<file path="config.mk">
export PLATFORM = sky130hd
export DESIGN_NAME = fb_port_arbiter
export DESIGN_NICKNAME = d
export VERILOG_FILES = /design/src/rtl/fb_port_arbiter.sv
export SDC_FILE = /design/constraint.sdc
export NUM_CORES = 1
export LEC_CHECK = 0
export CELL_PAD_IN_SITES_DETAIL_PLACEMENT = 0
export CELL_PAD_IN_SITES_GLOBAL_PLACEMENT = 1
export CORE_MARGIN = 2
export CORE_UTILIZATION = 30
export CTS_CLUSTER_DIAMETER = 60
export DETAILED_ROUTE_END_ITERATION = 10
export PLACE_DENSITY_LB_ADDON = 0.12
export SYNTH_ARGS = -nofsm -noshare
export SYNTH_HDL_FRONTEND = slang
export SYNTH_SLANG_ARGS = --single-unit
</file>
<file path="constraint.sdc">
create_clock -name clk_sys -period 2.7 [get_ports clk_sys]
set_clock_uncertainty 0.1 [all_clocks]
set_input_delay 0.405 -clock clk_sys [delete_from_list [all_inputs] [get_ports clk_sys]]
set_output_delay 0.405 -clock clk_sys [all_outputs]
set_load 0.01 [all_outputs]
</file>
<file path="src/rtl/fb_port_arbiter.sv">
// fb_port_arbiter: shares one single-port framebuffer BRAM between a buffered
// pixel writer and a latency-critical scanout reader. Reads win by default. A
// wait counter forces a write slot so buffered pixels are never stuck forever.
//
// Handshakes:
//   write side - a pixel transfers on the rising edge where wr_valid & wr_ready.
//                wr_ready depends only on registered FIFO occupancy.
//   read side  - a read is accepted on the rising edge where rd_req & rd_ready.
//                rd_valid follows one cycle later, with rd_data = mem_rdata.
module fb_port_arbiter #(
  parameter int ADDR_W     = 15,
  parameter int DATA_W     = 8,
  parameter int FIFO_DEPTH = 4,
  parameter int MAX_WAIT   = 8
) (
  input  logic              clk_sys,
  input  logic              reset,
  input  logic              wr_valid,
  output logic              wr_ready,
  input  logic [ADDR_W-1:0] wr_addr,
  input  logic [DATA_W-1:0] wr_data,
  input  logic              rd_req,
  output logic              rd_ready,
  input  logic [ADDR_W-1:0] rd_addr,
  output logic              rd_valid,
  output logic [DATA_W-1:0] rd_data,
  output logic [ADDR_W-1:0] mem_addr,
  output logic              mem_we,
  output logic [DATA_W-1:0] mem_wdata,
  input  logic [DATA_W-1:0] mem_rdata,
  output logic [2:0]        fifo_level,
  output logic [15:0]       starve_cnt
);

  localparam int PTR_W = $clog2(FIFO_DEPTH);
  localparam int LVL_W = PTR_W + 1;
  localparam logic [LVL_W-1:0] LVL_FULL  = LVL_W'(FIFO_DEPTH);
  localparam logic [7:0]       WAIT_MAX  = 8'(MAX_WAIT);

  // Grant encoding for the per-cycle slot decision.
  localparam logic [1:0] GNT_IDLE  = 2'd0;
  localparam logic [1:0] GNT_WRITE = 2'd1;
  localparam logic [1:0] GNT_READ  = 2'd2;
  localparam logic [1:0] GNT_FORCE = 2'd3;

  logic [ADDR_W-1:0] r_fifo_addr [FIFO_DEPTH];
  logic [DATA_W-1:0] r_fifo_data [FIFO_DEPTH];
  logic [PTR_W-1:0]  r_wr_ptr;
  logic [PTR_W-1:0]  r_rd_ptr;
  logic [LVL_W-1:0]  r_level;
  logic [7:0]        r_wait_cnt;
  logic [15:0]       r_starve_cnt;
  logic [ADDR_W-1:0] r_last_addr;
  logic              r_rd_valid;

  logic [1:0] w_grant;
  logic       w_nonempty;
  logic       w_push;
  logic       w_pop;

  assign w_nonempty = (r_level != '0);
  assign wr_ready   = (r_level != LVL_FULL);
  assign w_push     = wr_valid & wr_ready;
  assign w_pop      = (w_grant == GNT_FORCE) || (w_grant == GNT_WRITE);

  assign fifo_level = 3'(r_level);
  assign starve_cnt = r_starve_cnt;
  assign rd_valid   = r_rd_valid;
  assign rd_data    = mem_rdata;

  // Decide the single grant for this cycle: forced write > read > write > idle.
  always_comb begin
    w_grant = GNT_IDLE;
    if ((r_wait_cnt == WAIT_MAX) && w_nonempty) begin
      w_grant = GNT_FORCE;
    end else if (rd_req) begin
      w_grant = GNT_READ;
    end else if (w_nonempty) begin
      w_grant = GNT_WRITE;
    end
  end

  // Drive the BRAM port from the grant; an idle slot keeps the previous address.
  always_comb begin
    mem_addr  = r_last_addr;
    mem_we    = 1'b0;
    mem_wdata = r_fifo_data[r_rd_ptr];
    rd_ready  = (w_grant != GNT_FORCE);
    case (w_grant)
      GNT_FORCE, GNT_WRITE: begin
        mem_addr = r_fifo_addr[r_rd_ptr];
        mem_we   = 1'b1;
      end
      GNT_READ: begin
        mem_addr = rd_addr;
      end
      default: begin
        mem_addr = r_last_addr;
      end
    endcase
  end

  // FIFO storage; contents need no reset because the pointers define validity.
  always_ff @(posedge clk_sys) begin
    if (w_push) begin
      r_fifo_addr[r_wr_ptr] <= wr_addr;
      r_fifo_data[r_wr_ptr] <= wr_data;
    end
  end

  // FIFO pointers and occupancy; a simultaneous push and pop leaves the level unchanged.
  always_ff @(posedge clk_sys or posedge reset) begin
    if (reset) begin
      r_wr_ptr <= '0;
      r_rd_ptr <= '0;
      r_level  <= '0;
    end else begin
      if (w_push) r_wr_ptr <= r_wr_ptr + 1'b1;
      if (w_pop)  r_rd_ptr <= r_rd_ptr + 1'b1;
      case ({w_push, w_pop})
        2'b10:   r_level <= r_level + 1'b1;
        2'b01:   r_level <= r_level - 1'b1;
        default: r_level <= r_level;
      endcase
    end
  end

  // Starvation tracking: count unserved cycles of a non-empty FIFO, and forced slots.
  always_ff @(posedge clk_sys or posedge reset) begin
    if (reset) begin
      r_wait_cnt   <= '0;
      r_starve_cnt <= '0;
    end else begin
      if (!w_nonempty || w_pop) begin
        r_wait_cnt <= '0;
      end else if (r_wait_cnt != WAIT_MAX) begin
        r_wait_cnt <= r_wait_cnt + 8'd1;
      end
      if ((w_grant == GNT_FORCE) && (r_starve_cnt != 16'hFFFF)) begin
        r_starve_cnt <= r_starve_cnt + 16'd1;
      end
    end
  end

  // Read-return flag and the held BRAM address for idle slots.
  always_ff @(posedge clk_sys or posedge reset) begin
    if (reset) begin
      r_rd_valid  <= 1'b0;
      r_last_addr <= '0;
    end else begin
      r_rd_valid  <= rd_req & rd_ready;
      r_last_addr <= mem_addr;
    end
  end

endmodule

</file>
==> results.json <==
{
  "root_buffer": "clkbuf_16",
  "worst_setup_path_end_kind": "output port",
  "antennaDiodeCount": 0,
  "dieHeight_um": 143.6,
  "ys_top_cells_by_area": "edfxtp_1 (47%), dfrtp_1 (20%), mux4_2 (7.3%)",
  "synth_warnings": 0,
  "maxCapViolCount": 0,
  "path_max_fanout": 5,
  "dp_slack_ns": -0.08433,
  "hold_viol_final": 0,
  "max_stage_delay_ns": 0.38,
  "grt_pass1_vias": 3613,
  "dp_hpwl_um": 8463,
  "wirelength_um": 12960,
  "setup_ws_ns": 0.02136,
  "coreArea_um2": 19270,
  "ys_seq_area_share_pct": 67.41,
  "fillCellCount": 1803,
  "drive_gt1_share_pct": 29.34,
  "ir_drop_v": 0.0004885,
  "multi_input_area_um2": 1748,
  "synth_most_common_cell": "edfxtp_1",
  "worstSetupPathType": "reg2out",
  "hold_buffers": 0,
  "vias": 3295,
  "cts_buffer_depth": 2,
  "die_w_um": 143.6,
  "ios": 104,
  "cts_made_buffers": 17,
  "netlist_instances": 333,
  "synthArstFlopShare_pct": 33.81,
  "fp.dieArea_um2": 20610,
  "syn_to_final_growth_pct": 33.13,
  "syn_area_um2": 5843,
  "wl_met1_um": 5697,
  "design_area_um2": 7779,
  "yosys.area.top_type": "edfxtp_1",
  "tns_ns": 0,
  "finalSetupViolations": 0,
  "antenna_found_initial": 1,
  "wl_met2_um": 6303,
  "synth_cell_type_count": 43,
  "worstHoldPathType": "in2async",
  "worst_skew_pair.late_latency_ns": 0.42,
  "via_per_inst": 4.501,
  "synth-edff-count": 92,
  "p_per_area_nw_per_um2": 949.7,
  "ant_nets": 0,
  "synth.top_cell.area_share_pct": 47.28,
  "avgSynthCellArea_um2": 17.55,
  "h-tree-depth": 4,
  "fin_crit_ns": 2.679,
  "fin_crit_sh_pct": 99.21,
  "rsz0062_at_grt": "true",
  "worst_path_most_repeated_cell": "buf_6",
  "required_ns": 2.19,
  "place_area_um2": 7133,
  "hold_ws_ns": 0.2335,
  "ys_ff_latch": 139,
  "top_layer_used": "met5",
  "dr.pass1.iters": 4,
  "status": "completed",
  "initial_utilization_pct": 30.32,
  "critPathLaunchType": "register",
  "max_freq_mhz": 373.3,
  "relSlewSlack_pct": 66.94,
  "synthFlopType": "edfxtp_1",
  "maxSlewViolCount": 0,
  "path_buf_inv": 3,
  "portBuffers": 87,
  "gp_congestion": 0.7354,
  "grt_max_degree": 25,
  "post_drt_wl_per_cell_um": 17.70,
  "cp.arrival_ns": 2.17,
  "path_cells": "inv_1 > ha_1 > and4bb_4 > nand3_4 > and2_4 > buf_6 > a221o_2 > buf_6",
  "dr_wl_met3_um": 759,
  "drtIter0Drc": 191,
  "grt_first_pass_wirelength_um": 20290,
  "track_usage_pct": 13.52,
  "clk_pin_slew_ns": 0.06,
  "regArea_um2": 3940,
  "drc_errors": 0,
  "tightest_slew_ns": 0.4923,
  "leakage_nw": 2.957,
  "slowest_stage": "dfrtp_1",
  "crit_family": "simple AND/OR/NAND/NOR gates",
  "cts_tree": "yes",
  "row_count": 51,
  "syn-num-nets": 392,
  "fin_nets": 513,
  "grt-ovfl-total": 0,
  "power_mw": 7.387,
  "yosys-top-cells-count": "edfxtp_1 (92), dfrtp_1 (47), xor2_1 (22)",
  "cts.sinks": 139
}
-- flip-flops by register name (all words and copies together), names as in the netlist --
| signal | flops |
|---|---|
| starve_cnt | 16 |
| r_fifo_data | 32 |
| fifo_level | 3 |
| r_wr_ptr | 2 |
| rd_valid | 1 |
| r_last_addr | 15 |
| r_rd_ptr | 2 |
| r_wait_cnt | 8 |
| r_fifo_addr | 60 |
-- worst register-to-register path: stages, from the launching register on --
cell      delay (ns)
dfrtp_1         0.38
inv_1           0.06
ha_1            0.14
and4bb_4        0.29
a21boi_4        0.08
buf_12          0.17
nor2_4          0.14
ha_1            0.20
inv_1           0.06
fa_1            0.37
xor2_1          0.15
nor2_1          0.11
xor2_1          0.17
-- power breakdown --
group / internal (mW) / total (mW) / switching, mW
combinational: 1.23 / 2.34 / 1.11
sequential: 2.75 / 2.89 / 0.138
clock: 1.19 / 2.16 / 0.962
total: 5.17 / 7.39 / 2.21
-- through the flow --
step                      instances  util (%)
final                           732     40.36
after global routing            732     40.36
after CTS                       733     40.36
after detailed placement        688     37.01
after global placement          688     37.01
after floorplan                 333         -
-- routing by layer --
| metal | vias up | GRT usage, % |
|---|---|---|
| li1 | 1532 | - |
| met1 | 1663 | 16.63 |
| met2 | 75 | 21.65 |
| met3 | 23 | 5.098 |
| met4 | 2 | 5.212 |
| met5 | - | 0 |
-- repair_timing --
| action | in CTS | in global routing |
|---|---|---|
| pin swaps | 1 | 2 |
| setup endpoints to repair | 23 | 15 |
| resized for setup | 93 | 8 |
| setup buffers | 13 | 2 |
| hold endpoints to repair | 0 | 0 |
| cloned | 1 | 0 |
-- placed cells by master (no fill, tap or decap), drive strengths merged, types with 13 or more instances in the layout --
master	synthesis	final
a221o	15	15
buf	19	51
clkbuf	2	18
clkdlybuf4s50	0	64
dfrtp	47	47
edfxtp	92	92
inv	11	16
mux4	23	23
nand3	13	13
nor2	13	13
nor3b	18	18
xor2	22	22
-- cells by family after synthesis --
group / count (synthesis) / synth area share [%]
flip-flops: 139 / 67.41
AND/OR/NAND/NOR: 84 / 10.19
buffers and inverters: 32 / 3.597
XOR/XNOR: 27 / 4.047
multiplexers: 26 / 9.679
AO/OA/AOI/OAI: 16 / 3.019
adder cells (fa/ha/maj): 9 / 2.056
-- final timing paths --
path | startpoint | depth (start not counted) | end | slack (ns)
max reg2reg | r_wait_cnt[1] | 12 | fifo_level[2] | 0.22
min reg2reg | starve_cnt[14] | 1 | starve_cnt[14] | 0.40
min | reset | 2 | r_wait_cnt[4] | 0.23
max | r_wait_cnt[1] | 8 | mem_addr[5] | 0.02
max in group asynchronous | reset | 3 | r_last_addr[9] | 1.76
min in group clk_sys | starve_cnt[14] | 1 | starve_cnt[14] | 0.40
-- layout make-up --
type | instances | share of cell area, %
clock buffer | 18 | 5.517
clock inverter | 14 | 1.480
inverter | 11 | 0.5308
multi-input combinational | 162 | 22.47
sequential | 139 | 50.65
tap | 265 | 4.263
timing repair buffer | 123 | 15.09
Power figures use the tool's default switching activity.
